===== config.mk =====
export PLATFORM = sky130hd
export DESIGN_NAME = ifu_fetch_ctrl_flat
export DESIGN_NICKNAME = d
export VERILOG_FILES = /design/src/rtl/ifu_fetch_if.sv /design/src/rtl/ifu_fetch_ctrl.sv /design/src/flat_wrapper.sv
export SDC_FILE = /design/constraint.sdc
export NUM_CORES = 1
export LEC_CHECK = 0
export ABC_AREA = 1
export CORE_MARGIN = 5
export CORE_UTILIZATION = 38
export CTS_BUF_LIST = sky130_fd_sc_hd__clkbuf_4
export DETAILED_ROUTE_END_ITERATION = 7
export PLACE_DENSITY = 0.67
export SLEW_MARGIN = 30
export SYNTH_ARGS = -nofsm -noshare
export SYNTH_HDL_FRONTEND = slang
export SYNTH_SLANG_ARGS = --single-unit
export TNS_END_PERCENT = 30

===== constraint.sdc =====
create_clock -name CLK -period 8.5 [get_ports CLK]
set_input_delay 0.85 -clock CLK [delete_from_list [all_inputs] [get_ports CLK]]
set_output_delay 0.85 -clock CLK [all_outputs]
set_load 0.005 [all_outputs]

===== src/rtl/ifu_fetch_if.sv =====
// Fetch-side bundle: pcGen address handshake, memory request/response,
// instruction-queue credit, delivery to the instruction queue and flush.
interface ifu_fetch_if #(
    parameter int DW = 64
);
    logic [63:0]   fetch_addr_qout;
    logic          fetch_addr_valid;
    logic          fetch_addr_ready;
    logic          ifu_mstReq_valid;
    logic          ifu_mstReq_ready;
    logic [63:0]   ifu_addr;
    logic          ifu_slvRsp_valid;
    logic [DW-1:0] ifu_data_r;
    logic [4:0]    iq_free;
    logic [63:0]   fetch_pc;
    logic [DW-1:0] fetch_instr;
    logic          fetch_valid;
    logic          rsp_err;
    logic          flush;

    modport master (
        input  fetch_addr_qout, fetch_addr_valid, ifu_mstReq_ready,
        input  ifu_slvRsp_valid, ifu_data_r, iq_free, flush,
        output fetch_addr_ready, ifu_mstReq_valid, ifu_addr,
        output fetch_pc, fetch_instr, fetch_valid, rsp_err
    );

    modport slave (
        output fetch_addr_qout, fetch_addr_valid, ifu_mstReq_ready,
        output ifu_slvRsp_valid, ifu_data_r, iq_free, flush,
        input  fetch_addr_ready, ifu_mstReq_valid, ifu_addr,
        input  fetch_pc, fetch_instr, fetch_valid, rsp_err
    );
endinterface


===== src/rtl/ifu_fetch_ctrl.sv =====
// Instruction-fetch request sequencer: issues pcGen addresses to memory, tracks
// in-flight PCs in order, and drops responses belonging to flushed requests.
module ifu_fetch_ctrl #(
    parameter int          DW     = 64,
    parameter int          OUTSTD = 4,
    parameter logic [63:0] RST_PC = 64'h0000_0000_8000_0000
) (
    input  logic       CLK,
    input  logic       RSTn,
    ifu_fetch_if.master bus
);
    localparam int PW = $clog2(OUTSTD);
    localparam int CW = PW + 1;
    localparam logic [CW-1:0] MAX_C = CW'(OUTSTD);

    logic [CW-1:0]   inflight_r;
    logic [PW-1:0]   wr_ptr_r;
    logic [PW-1:0]   rd_ptr_r;
    logic [63:0]     addr_mem_r [OUTSTD];
    logic [OUTSTD-1:0] stale_r;
    logic [63:0]     fetch_pc_r;
    logic [DW-1:0]   fetch_instr_r;
    logic            fetch_valid_r;
    logic            rsp_err_r;

    logic [5:0]        credit_use_s;
    logic              can_issue_s;
    logic              req_valid_s;
    logic              push_s;
    logic              pop_s;
    logic              orphan_rsp_s;
    logic [OUTSTD-1:0] inflight_mask_s;

    // The word being delivered this cycle still occupies an IQ slot next cycle.
    assign credit_use_s = 6'(inflight_r) + 6'(fetch_valid_r);
    assign can_issue_s  = (inflight_r < MAX_C) && (credit_use_s < {1'b0, bus.iq_free}) && !bus.flush;
    assign req_valid_s  = bus.fetch_addr_valid && can_issue_s;
    assign push_s       = req_valid_s && bus.ifu_mstReq_ready;
    assign pop_s        = bus.ifu_slvRsp_valid && (inflight_r != {CW{1'b0}});
    assign orphan_rsp_s = bus.ifu_slvRsp_valid && (inflight_r == {CW{1'b0}});

    assign bus.ifu_mstReq_valid = req_valid_s;
    assign bus.fetch_addr_ready = push_s;
    assign bus.ifu_addr         = bus.fetch_addr_qout;
    assign bus.fetch_pc         = fetch_pc_r;
    assign bus.fetch_instr      = fetch_instr_r;
    assign bus.fetch_valid      = fetch_valid_r;
    assign bus.rsp_err          = rsp_err_r;

    // Marks FIFO slots lying between rd_ptr and rd_ptr+inflight (modulo depth).
    always_comb begin
        inflight_mask_s = {OUTSTD{1'b0}};
        for (int i = 0; i < OUTSTD; i++) begin
            inflight_mask_s[i] = ({1'b0, PW'(PW'(i) - rd_ptr_r)} < inflight_r);
        end
    end

    // FIFO pointers, occupancy, stale tags and registered delivery outputs.
    always_ff @(posedge CLK or negedge RSTn) begin
        if (!RSTn) begin
            inflight_r    <= {CW{1'b0}};
            wr_ptr_r      <= {PW{1'b0}};
            rd_ptr_r      <= {PW{1'b0}};
            stale_r       <= {OUTSTD{1'b0}};
            for (int i = 0; i < OUTSTD; i++) begin
                addr_mem_r[i] <= 64'h0;
            end
            fetch_pc_r    <= RST_PC;
            fetch_instr_r <= {DW{1'b0}};
            fetch_valid_r <= 1'b0;
            rsp_err_r     <= 1'b0;
        end else begin
            if (push_s) begin
                addr_mem_r[wr_ptr_r] <= bus.fetch_addr_qout;
                wr_ptr_r             <= wr_ptr_r + PW'(1);
            end

            // Push never coincides with flush, so the two stale updates are exclusive.
            if (bus.flush) begin
                stale_r <= stale_r | inflight_mask_s;
            end else if (push_s) begin
                stale_r[wr_ptr_r] <= 1'b0;
            end

            if (pop_s) begin
                rd_ptr_r      <= rd_ptr_r + PW'(1);
                fetch_pc_r    <= addr_mem_r[rd_ptr_r];
                fetch_instr_r <= bus.ifu_data_r;
            end

            case ({push_s, pop_s})
                2'b10:   inflight_r <= inflight_r + CW'(1);
                2'b01:   inflight_r <= inflight_r - CW'(1);
                default: inflight_r <= inflight_r;
            endcase

            fetch_valid_r <= pop_s && !stale_r[rd_ptr_r] && !bus.flush;

            if (orphan_rsp_s) begin
                rsp_err_r <= 1'b1;
            end
        end
    end
endmodule


===== src/flat_wrapper.sv =====
// flat-port wrapper written by rule: the top's interface ports become plain ports
module ifu_fetch_ctrl_flat 
#(
    parameter int          DW     = 64,
    parameter int          OUTSTD = 4,
    parameter logic [63:0] RST_PC = 64'h0000_0000_8000_0000
)
  (CLK, RSTn, bus_fetch_addr_qout, bus_fetch_addr_valid, bus_ifu_mstReq_ready, bus_ifu_slvRsp_valid, bus_ifu_data_r, bus_iq_free, bus_flush, bus_fetch_addr_ready, bus_ifu_mstReq_valid, bus_ifu_addr, bus_fetch_pc, bus_fetch_instr, bus_fetch_valid, bus_rsp_err);
  ifu_fetch_if #(.DW(DW)) bus_i ();
  input  logic CLK;
  input  logic RSTn;
  input wire logic [$bits(bus_i.fetch_addr_qout)-1:0] bus_fetch_addr_qout;
  input wire logic [$bits(bus_i.fetch_addr_valid)-1:0] bus_fetch_addr_valid;
  input wire logic [$bits(bus_i.ifu_mstReq_ready)-1:0] bus_ifu_mstReq_ready;
  input wire logic [$bits(bus_i.ifu_slvRsp_valid)-1:0] bus_ifu_slvRsp_valid;
  input wire logic [$bits(bus_i.ifu_data_r)-1:0] bus_ifu_data_r;
  input wire logic [$bits(bus_i.iq_free)-1:0] bus_iq_free;
  input wire logic [$bits(bus_i.flush)-1:0] bus_flush;
  output wire logic [$bits(bus_i.fetch_addr_ready)-1:0] bus_fetch_addr_ready;
  output wire logic [$bits(bus_i.ifu_mstReq_valid)-1:0] bus_ifu_mstReq_valid;
  output wire logic [$bits(bus_i.ifu_addr)-1:0] bus_ifu_addr;
  output wire logic [$bits(bus_i.fetch_pc)-1:0] bus_fetch_pc;
  output wire logic [$bits(bus_i.fetch_instr)-1:0] bus_fetch_instr;
  output wire logic [$bits(bus_i.fetch_valid)-1:0] bus_fetch_valid;
  output wire logic [$bits(bus_i.rsp_err)-1:0] bus_rsp_err;
  assign bus_i.fetch_addr_qout = bus_fetch_addr_qout;
  assign bus_i.fetch_addr_valid = bus_fetch_addr_valid;
  assign bus_i.ifu_mstReq_ready = bus_ifu_mstReq_ready;
  assign bus_i.ifu_slvRsp_valid = bus_ifu_slvRsp_valid;
  assign bus_i.ifu_data_r = bus_ifu_data_r;
  assign bus_i.iq_free = bus_iq_free;
  assign bus_i.flush = bus_flush;
  assign bus_fetch_addr_ready = bus_i.fetch_addr_ready;
  assign bus_ifu_mstReq_valid = bus_i.ifu_mstReq_valid;
  assign bus_ifu_addr = bus_i.ifu_addr;
  assign bus_fetch_pc = bus_i.fetch_pc;
  assign bus_fetch_instr = bus_i.fetch_instr;
  assign bus_fetch_valid = bus_i.fetch_valid;
  assign bus_rsp_err = bus_i.rsp_err;
  ifu_fetch_ctrl #(.DW(DW), .OUTSTD(OUTSTD), .RST_PC(RST_PC)) u_core (.CLK(CLK), .RSTn(RSTn), .bus(bus_i));
endmodule

After elaboration in Yosys (flattened, before gate mapping)
Cells that the tools add are included.

Bits in registers: 397. Output and inout port bits: 196.

Add/sub/neg operators: 9. Order comparisons: 12. Equality and inequality tests: 2. Mux-type cells: 13. Bitwise operators: 5. Reductions and logical operators: 16.

Operators by type and width (count): bitwise mux 256 bit (1); 2-to-1 mux 64 bit (3); binary-select mux 64 bit (select 2 bit) (1); demux 64 bit (select 2 bit) (1); less-than comparator 2 x 3 -> 1 bit (4); logical AND 1 bit (10); 2-to-1 mux 4 bit (2); >= comparator 3 bit, second input constant (2); less-than comparator 2 x 3 -> 1 bit, second input constant (2); less-than comparator 6 x 5 -> 1 bit (1); inverter 2 -> 3 bit (2); one-hot mux 3 bit (2 select lines) (1); adder 2 x 1 -> 2 bit, second input constant (2); adder 3 x 1 -> 4 bit (1); AND 4 bit (1); inverter 4 bit (1); OR 4 bit (1); nonzero test 2 bit (2); subtractor 1 x 2 -> 2 bit, first input constant (2); subtractor 2 bit, first input constant (2); adder 3 x 1 -> 3 bit, second input constant (1); logical NOT 3 bit (1); less-than comparator 3 x 1 -> 1 bit, second input constant (1); less-than comparator 3 bit, second input constant (1); other kinds (9) (11).

Logic depth before layout (Yosys ltp)
Gate-level depths: netlist (run 1).

Depth after elaboration: 8. Mapped depth: 14. Depth with buffers taken out: 14.

Worst setup path after synthesis (run 1)
Ideal clock, no wire load.

Path kind: flip-flop to flip-flop. Start: reg u_core.inflight_r[0]. End: reg u_core.inflight_r[2]. Setup time: 0.131 ns. Arrival: 2.649 ns. Data required time: 8.369 ns. Setup slack: 5.720 ns. Stages on the path, launching flop included: 15. Buffers on the path: 0. Path through: dfrtp_1 ha_1 ha_1 xor2_1 ha_1 nand2_1 nor2_1 nand2_1 nand3_1 ha_1 inv_1 fa_1 a21oi_1 o21ai_0 xor2_1.

Longest elaborated chain between the ends: 8. Elaborated cells on any way between the ends: 15. Those cells by class: add/sub (3); order compare (2); eq/ne (2); mux (1); reduce/logical (7).

Ends and longest elaborated chain: from (decl) (line ifu_fetch_ctrl.sv:16) `logic [CW-1:0] inflight_r;`; from (signal assigned) (line ifu_fetch_ctrl.sv:61) `inflight_r <= {CW{1'b0}};`; from (signal assigned) (line ifu_fetch_ctrl.sv:92) `2'b10: inflight_r <= inflight_r + CW'(1);`; from (signal assigned) (line ifu_fetch_ctrl.sv:93) `2'b01: inflight_r <= inflight_r - CW'(1);`; adder 3 x 1 -> 4 bit (line ifu_fetch_ctrl.sv:35) `assign credit_use_s = 6'(inflight_r) + 6'(fetch_valid_r);`; less-than comparator 6 x 5 -> 1 bit (line ifu_fetch_ctrl.sv:36) `assign can_issue_s = (inflight_r < MAX_C) && (credit_use_s < {1'b0, bus.iq_free}) && !bus.flush;`; logical AND 1 bit (2 in a row) (line ifu_fetch_ctrl.sv:36); logical AND 1 bit (line ifu_fetch_ctrl.sv:37) `assign req_valid_s = bus.fetch_addr_valid && can_issue_s;`; logical AND 1 bit (line ifu_fetch_ctrl.sv:38) `assign push_s = req_valid_s && bus.ifu_mstReq_ready;`; == test 2 x 1 -> 1 bit or == test 2 bit (tied branches) (line ifu_fetch_ctrl.sv:91) `case ({push_s, pop_s})`; one-hot mux 3 bit (2 select lines) or nonzero test 2 bit (tied branches).

Parallel ways exist; a longest one is shown, timed or not. A chain may end at the register's enable or synchronous reset.

Final worst setup path (run 1)
Start: reg u_core.inflight_r[0]. End: out bus_fetch_addr_ready.

Longest elaborated chain between the ends: 6. Elaborated cells on any way between the ends: 7. Those cells by class: add/sub (1); order compare (2); reduce/logical (4).

Ends and longest elaborated chain: adder 3 x 1 -> 4 bit (line ifu_fetch_ctrl.sv:35); less-than comparator 6 x 5 -> 1 bit (line ifu_fetch_ctrl.sv:36); logical AND 1 bit * (2 in a row) (line ifu_fetch_ctrl.sv:36); logical AND 1 bit * (line ifu_fetch_ctrl.sv:37); logical AND 1 bit * (line ifu_fetch_ctrl.sv:38); to (decl) (line flat_wrapper.sv:19) `output wire logic [$bits(bus_i.fetch_addr_ready)-1:0] bus_fetch_addr_ready;`.

Mark *: on every way between the ends. The rest lies on a longest branch, timed or not.

==> out/results.tsv, run 1 <==
stage	metric	value	unit
clock_tree	Longest Clk Path Bufs	3	
run_status	outcome	finished, final reports clean	
layout	# fillers	4510	
timing	Period minus WS final	4.56	ns
power_and_ir_drop	pwr/cell area	340	nW/µm²
timing	transition time of the tightest slew-check pin	1.01	ns
detailed_routing	Routed WL per cell	17.5	µm
synthesis	top cells by area, synth	dfrtp_1 56%, nand2_1 25%, nand3_1 7.4%	
synthesis	Syn Area/Cell	8.10	µm²
power_and_ir_drop	Worst VDD drop	266	µV
clock_tree	# Post-CTS Setup Buffers	0	
synthesis	syn_nets	2348	
timing	Hold Slack	0.444	ns
clock_tree	CTS tree	yes	
timing	total negative setup slack	0	ns
power_and_ir_drop	Internal Power	4.76	mW
worst_setup_path	Crit Path Max Fanout	20	
timing	fmax	219	MHz
timing	Slew Viols, Final	0	
floorplan	die area	51200	µm²
floorplan	Die W	226	µm
place	Placer Congestion	0.859	
worst_setup_path	CP Launch Type	register	
worst_setup_path	WP data arrival	3.71	ns
layout	P&R area growth vs syn	26.8	%
timing	relative slew slack	32.5	%
floorplan	num rows	79	
synthesis	most frequent cell after synthesis	nand2_1	
grt	GRT Residual Overflow	0	
synthesis	EDFF count, synth	0	
detailed_routing	initial DRC count	1456	
detailed_routing	Pre-antenna DRT Iters	5	
worst_setup_path	critical path capture point type	output pin	
power_and_ir_drop	Sw Ratio	38.0	%
layout	share of layout cells above drive strength 1	8.37	%
power_and_ir_drop	sequential share of power	41.0	%
grt	Overall Global Routing Usage	21.1	%
synthesis	Synth top area share	55.7	%
detailed_routing	Remaining DRCs	0	
timing	fin crit share	53.7	%
layout	Non-Filler Instances	3165	
clock_tree	clock sinks	397	
worst_setup_path	crit path kind	register to output pin	
synthesis	Mapped Area	17800	µm²
timing	final hold viol count	0	
clock_tree	Hold Buf Count CTS	1	
place	Port Buf Inserts	334	
floorplan	Die Y	226	µm
clock_tree	Clock Tree Root	clkbuf_4	
synthesis	Synth top cells by count	1180 x nand2_1, 396 x dfrtp_1, 264 x nand3_1	
timing	setup violators final	0	
place	DP Cell Count	2953	
worst_setup_path	Crit path required time	7.65	ns
floorplan	Core Box Area	46500	µm²
timing	Final Skew	0.0616	ns
worst_setup_path	slowest cell on the critical path	clkdlybuf4s50_1	
place	hpwl dp	31200	µm
synthesis	ys async rst share	100	%
power_and_ir_drop	Comb pwr share	35.7	%
grt	number of global-route vias before repair	15958	
run	max cap viols	0	
clock_tree	Reg clk slew, reported paths	0.07	ns
synthesis	post-synthesis sequential area ratio	55.9	%
worst_setup_path	critical path's largest stage delay	0.70	ns
grt	first-pass GRT wire length	86800	µm
clock_tree	htree depth	3	
synthesis	unique cell type count in the Yosys netlist	25	
power_and_ir_drop	clock share of power	23.4	%
detailed_routing	vias per inst	5.07	
floorplan	Initial Util	38.3	%
synthesis	Yosys reg bits	397	
layout	nets@finish	2616	
synthesis	cells after synthesis	2194	
clock_tree	clk_lat worst skew	0.85	ns
detailed_routing	via count	16041	
synthesis	Synth Flop Type	dfrtp_1	
synthesis	warning count from the yosys run	0	
clock_tree	TritonCTS buffer count	110	
detailed_routing	Detail Route Antenna Nets	0	
worst_setup_path	CP cell instances	ha_1 > ha_1 > xor2_1 > ha_1 > nand2_1 > nor2_1 > nand2_1 > nand2_1 > nor2_4 > clkdlybuf4s50_1	
floorplan	io pins	335	
power_and_ir_drop	Sw Pwr	2.91	mW
timing	RSZ-0062 raised after global routing	false	
detailed_routing	total wire length	55500	µm
grt	pin count of the biggest net entering global routing	167	
min_path	hold crit path type	input port to asynchronous set/reset pin	
power_and_ir_drop	Leak Pwr	11.5	nW
clock_tree	cells resized by post-CTS repair	0	
grt	initial antenna violation count	2	
synthesis	cell taking the most area after synthesis	dfrtp_1	
==> placed cells by master (no fill, tap or decap), types with 2 or more instances in the layout <==
| cell type | count |
|---|---|
| a21oi_1 | 9 |
| o21bai_1 | 3 |
| nand2_1 | 1179 |
| clkdlybuf4s50_1 | 333 |
| o21ai_0 | 3 |
| buf_4 | 16 |
| nor2_1 | 10 |
| buf_6 | 3 |
| nor2_4 | 4 |
| nand3_1 | 264 |
| inv_1 | 26 |
| clkinv_4 | 2 |
| clkbuf_4 | 168 |
| buf_16 | 3 |
| nand4_1 | 68 |
| clkinvlp_4 | 3 |
| clkinv_1 | 30 |
| nor3_1 | 2 |
| bufinv_16 | 2 |
| ha_2 | 4 |
| diode_2 | 2 |
| dfrtp_1 | 396 |
| inv_2 | 3 |
| xor2_1 | 4 |
| ha_1 | 10 |
==> power by group through the flow <==
stage	combinational, mW	clock [mW]	sequential (mW)
finish	2.73	1.79	3.14
global route	3.05	1.95	3.23
CTS	2.76	1.85	3.13
detailed placement	2.74	0	3.16
global placement	2.68	0	3.13
floorplan	1.48	0	3.08
==> stage by stage <==
step	worst slack, ns	total power [mW]	instance area, µm²	utilization, %
after CTS	3.42	7.74	22400	48.3
after floorplan	5.72	4.56	17800	-
final	3.94	7.67	22500	48.5
after detailed placement	3.91	5.90	21000	45.1
after global placement	3.96	5.82	20900	45.1
after global routing	3.68	8.24	22500	48.5
==> sequential cells by signal, indices dropped and copies added (netlist names) <==
register and count:
u_core.addr_mem_r 256, u_core.bus.fetch_instr 64, u_core.bus.fetch_pc 64, u_core.bus.fetch_valid 1
u_core.bus.rsp_err 1, u_core.inflight_r 3, u_core.rd_ptr_r 2, u_core.stale_r 4
u_core.wr_ptr_r 2
==> final cells by class <==
cell class	instances	area [µm²]	area share, %
Antenna cell	2	5.00	0.0222
Clock buffer	168	1260	5.60
Clock inverter	38	216	0.961
Inverter	29	114	0.505
Multi-Input combinational cell	1566	6630	29.4
Sequential cell	397	9940	44.1
Tap cell	607	759	3.37
Timing Repair Buffer	358	3610	16.0
==> metal layers <==
metal / GRT usage [%] / wire length [µm] / up-vias
met4: 9.00 / 1580 / 0
li1: - / - / 7490
met2: 33.7 / 25900 / 789
met5: 0 / 0 / -
met1: 28.4 / 23300 / 7649
met3: 4.18 / 4690 / 113
==> critical path: cells and delay by family, from the launching register on <==
family | cells | cell delay, ns
and+or+nand+nor | 5 | 0.92
DFF | 1 | 0.42
adders and majority gates | 3 | 0.69
xor gates and xnor gates | 1 | 0.14
buffers and inverters | 1 | 0.70
==> logic make-up (layout without fill, tap and decap cells) <==
| kind of cell | after synthesis | count (layout) | share of synthesized area, % |
|---|---|---|---|
| AO/OA/AOI/OAI | 17 | 17 | 0.535 |
| flip-flops | 397 | 397 | 55.9 |
| adder cells (fa/ha/maj) | 15 | 15 | 1.10 |
| other | 0 | 2 | 0 |
| XOR/XNOR | 5 | 5 | 0.246 |
| AND/OR/NAND/NOR | 1529 | 1529 | 35.2 |
| buffers and inverters | 231 | 593 | 7.06 |
==> path summary, 6_finish.rpt <==
check / startpoint / to / slack (ns) / cells past startpoint
setup / recovery: u_core.inflight_r[0] / bus_fetch_addr_ready / 3.94 / 10
hold / removal: RSTn / u_core.bus.fetch_instr[15] / 0.44 / 2
setup reg to reg: u_core.inflight_r[2] / u_core.inflight_r[2] / 5.09 / 10
min in group CLK: u_core.bus.fetch_pc[31] / u_core.bus.fetch_pc[31] / 0.47 / 2
hold reg to reg: u_core.bus.fetch_pc[31] / u_core.bus.fetch_pc[31] / 0.47 / 2
max in group asynchronous: RSTn / u_core.addr_mem_r[234] / 6.53 / 4
No activity file was read; power rests on OpenSTA's default activity.
==> run 2, diff against run 1 <==
==> constraint.sdc (replaced) <==
create_clock -name CLK -period 4.55 [get_ports CLK]
set_input_delay 0.455 -clock CLK [delete_from_list [all_inputs] [get_ports CLK]]
set_output_delay 0.455 -clock CLK [all_outputs]
set_load 0.005 [all_outputs]
==> run 2 against run 1 <==
Design area is 0.66% lower. Via count is 0.27% lower. Flip-flop and latch count stayed put. Combinational power is 90% higher. Critical endpoint unchanged. Largest cell class unchanged.
==> out/results.tsv, run 2 (synthesis gave the netlist of run 1 again) <==
stage	metric	value	unit	change
run_status	outcome	finished, final reports clean		
timing	total negative setup slack	0	ns	unchanged
layout	most common cell after layout, fill and taps aside	nand2_1		
grt	Overall Global Routing Usage	21.3	%	+0.18 points
floorplan	Die W	226	µm	unchanged
worst_setup_path	CP Launch Type	register		
timing	relative slew slack	32.8	%	+0.21 points
layout	register area	9940	µm²	unchanged
timing	final hold viol count	0		unchanged
detailed_routing	Pre-antenna DRT Iters	7		+2
clock_tree	Longest Clk Path Bufs	3		unchanged
clock_tree	Clock Tree Root	clkbuf_4		
layout	multi-input logic area	6630	µm²	unchanged
clock_tree	CTS tree	yes		
grt	pin count of the biggest net entering global routing	157		-6.0%
place	hpwl dp	33000	µm	+5.8%
layout	highest-count cells in the layout ignoring fill and taps	1179 x nand2_1, 396 x dfrtp_1, 333 x clkdlybuf4s50_1, 264 x nand3_1, 160 x clkbuf_4		
worst_setup_path	Crit path required time	4.09	ns	-3.56 ns
clock_tree	htree depth	3		unchanged
grt	GRT Residual Overflow	0		unchanged
timing	fmax	261	MHz	
layout	max FFs per register	256		unchanged
clock_tree	cells resized by post-CTS repair	0		unchanged
detailed_routing	total wire length	55800	µm	+0.64%
worst_setup_path	WP data arrival	3.38	ns	-0.33 ns
power_and_ir_drop	Worst VDD drop	337	µV	+27%
floorplan	Die Y	226	µm	unchanged
timing	setup violators final	0		unchanged
floorplan	Core Box Area	46500	µm²	unchanged
layout	nets@finish	2617		+0.038%
worst_setup_path	Crit Path Max Fanout	6		-70%
grt	first-pass GRT wire length	86900	µm	+0.14%
clock_tree	Reg clk slew, reported paths	0.06	ns	about the same
layout	# fillers	4562		+1.2%
timing	Slew Viols, Final	0		unchanged
clock_tree	TritonCTS buffer count	105		-4.5%
detailed_routing	Detail Route Antenna Nets	0		unchanged
floorplan	io pins	335		unchanged
grt	number of global-route vias before repair	15851		-0.67%
timing	Period minus WS final	3.83	ns	
power_and_ir_drop	pwr/cell area	629	nW/µm²	+85%
floorplan	Initial Util	38.3	%	unchanged
timing	RSZ-0062 raised after global routing	false		
clock_tree	clock sinks	397		unchanged
floorplan	num rows	79		unchanged
timing	transition time of the tightest slew-check pin	1.01	ns	-0.00314 ns
run	max cap viols	0		unchanged
layout	Core Util, Final	48.2	%	-0.32 points
detailed_routing	initial DRC count	1327		-8.9%
layout	Top reg by flops	u_core.addr_mem_r		
power_and_ir_drop	Leak Pwr	11.5	nW	-0.48%
place	Port Buf Inserts	334		unchanged
detailed_routing	via count	15998		-0.27%
timing	fin crit share	84.2	%	
grt	initial antenna violation count	1		-1
worst_setup_path	crit path kind	register to output pin		
layout	P&R area growth vs syn	25.9	%	
detailed_routing	Remaining DRCs	0		unchanged
place	Placer Congestion	0.840		-2.1%
detailed_routing	Routed WL per cell	17.8	µm	+1.4%
layout	share of layout cells above drive strength 1	8.25	%	-0.12 points
clock_tree	clk_lat worst skew	0.82	ns	-0.03 ns
timing	Final Skew	0.0308	ns	-0.0308 ns
min_path	hold crit path type	input port to asynchronous set/reset pin		
worst_setup_path	critical path capture point type	output pin		
detailed_routing	vias per inst	5.09		+0.46%
floorplan	die area	51200	µm²	unchanged
power_and_ir_drop	Overall Power	14.1	mW	+84%
## run 2: changes by cell type in the layout (fill, tap and decap cells not counted), moves of 3 or more
cell / delta
buf_4: +6
buf_12: +4
clkinvlp_4: -3
clkbuf_4: -8
clkinv_1: -18
buf_6: -3
## run 2: metal layers
metal | wire length, µm | GRT usage (%)
met1 | 23200 | 28.3
met2 | 26600 | 35.2
met3 | 4830 | 4.13
met4 | 1230 | 7.53
met5 | 0 | 0
## run 2: area by class of cell
class                   count  share of cell area [%]
clock inverters            17                   0.296
inverters                  29                   0.497
multi-input cells        1566                    29.6
clock buffers             160                    5.37
diodes                      2                  0.0224
repair buffers            364                    16.4
well taps                 607                    3.39
flip-flops and latches    397                    44.4
## run 2: what timing repair did
item	CTS	global route
hold buffers	1	0
hold endpoints to repair	110	0
endpoints found under the setup margin	0	0
buffers inserted	0	0
## run 2: path summary, 6_finish.rpt
path | start | end | slack [ns] | depth (start not counted)
max reg2reg | u_core.inflight_r[0] | u_core.inflight_r[2] | 1.37 | 14
min | RSTn | u_core.bus.fetch_instr[15] | 0.17 | 2
max in group asynchronous | RSTn | u_core.bus.fetch_instr[42] | 3.10 | 4
max | u_core.inflight_r[0] | bus_fetch_addr_ready | 0.72 | 10
min in group CLK | bus_ifu_data_r[32] | u_core.bus.fetch_instr[32] | 0.17 | 3
min reg2reg | u_core.bus.fetch_pc[62] | u_core.bus.fetch_pc[62] | 0.48 | 2
## run 2: power by group
group,total (mW),internal [mW],switching (mW)
clock,3.03,1.58,1.46
sequential,5.88,5.01,0.867
combinational,5.18,2.14,3.04
## run 2: through the flow
stage	hold slack (ns)	cell area, µm²	worst slack [ns]	std cells
finish	0.165	22400	0.717	3142
global route	0.105	22400	0.486	3141
CTS	0.0427	22400	0.579	3139
detailed placement	0.464	21100	1.25	2961
global placement	0.460	21000	1.31	2960
floorplan	0.159	17800	1.77	2194
## run 2: critical path: stages, from the launching register on
cell and delay, ns:
dfrtp_1 0.43, ha_1 0.23, ha_1 0.19, xor2_1 0.14
ha_1 0.27, nand2_1 0.07, nor2_1 0.04, nand2_1 0.22
nand2_1 0.16, nor2_4 0.26, clkdlybuf4s50_1 0.55
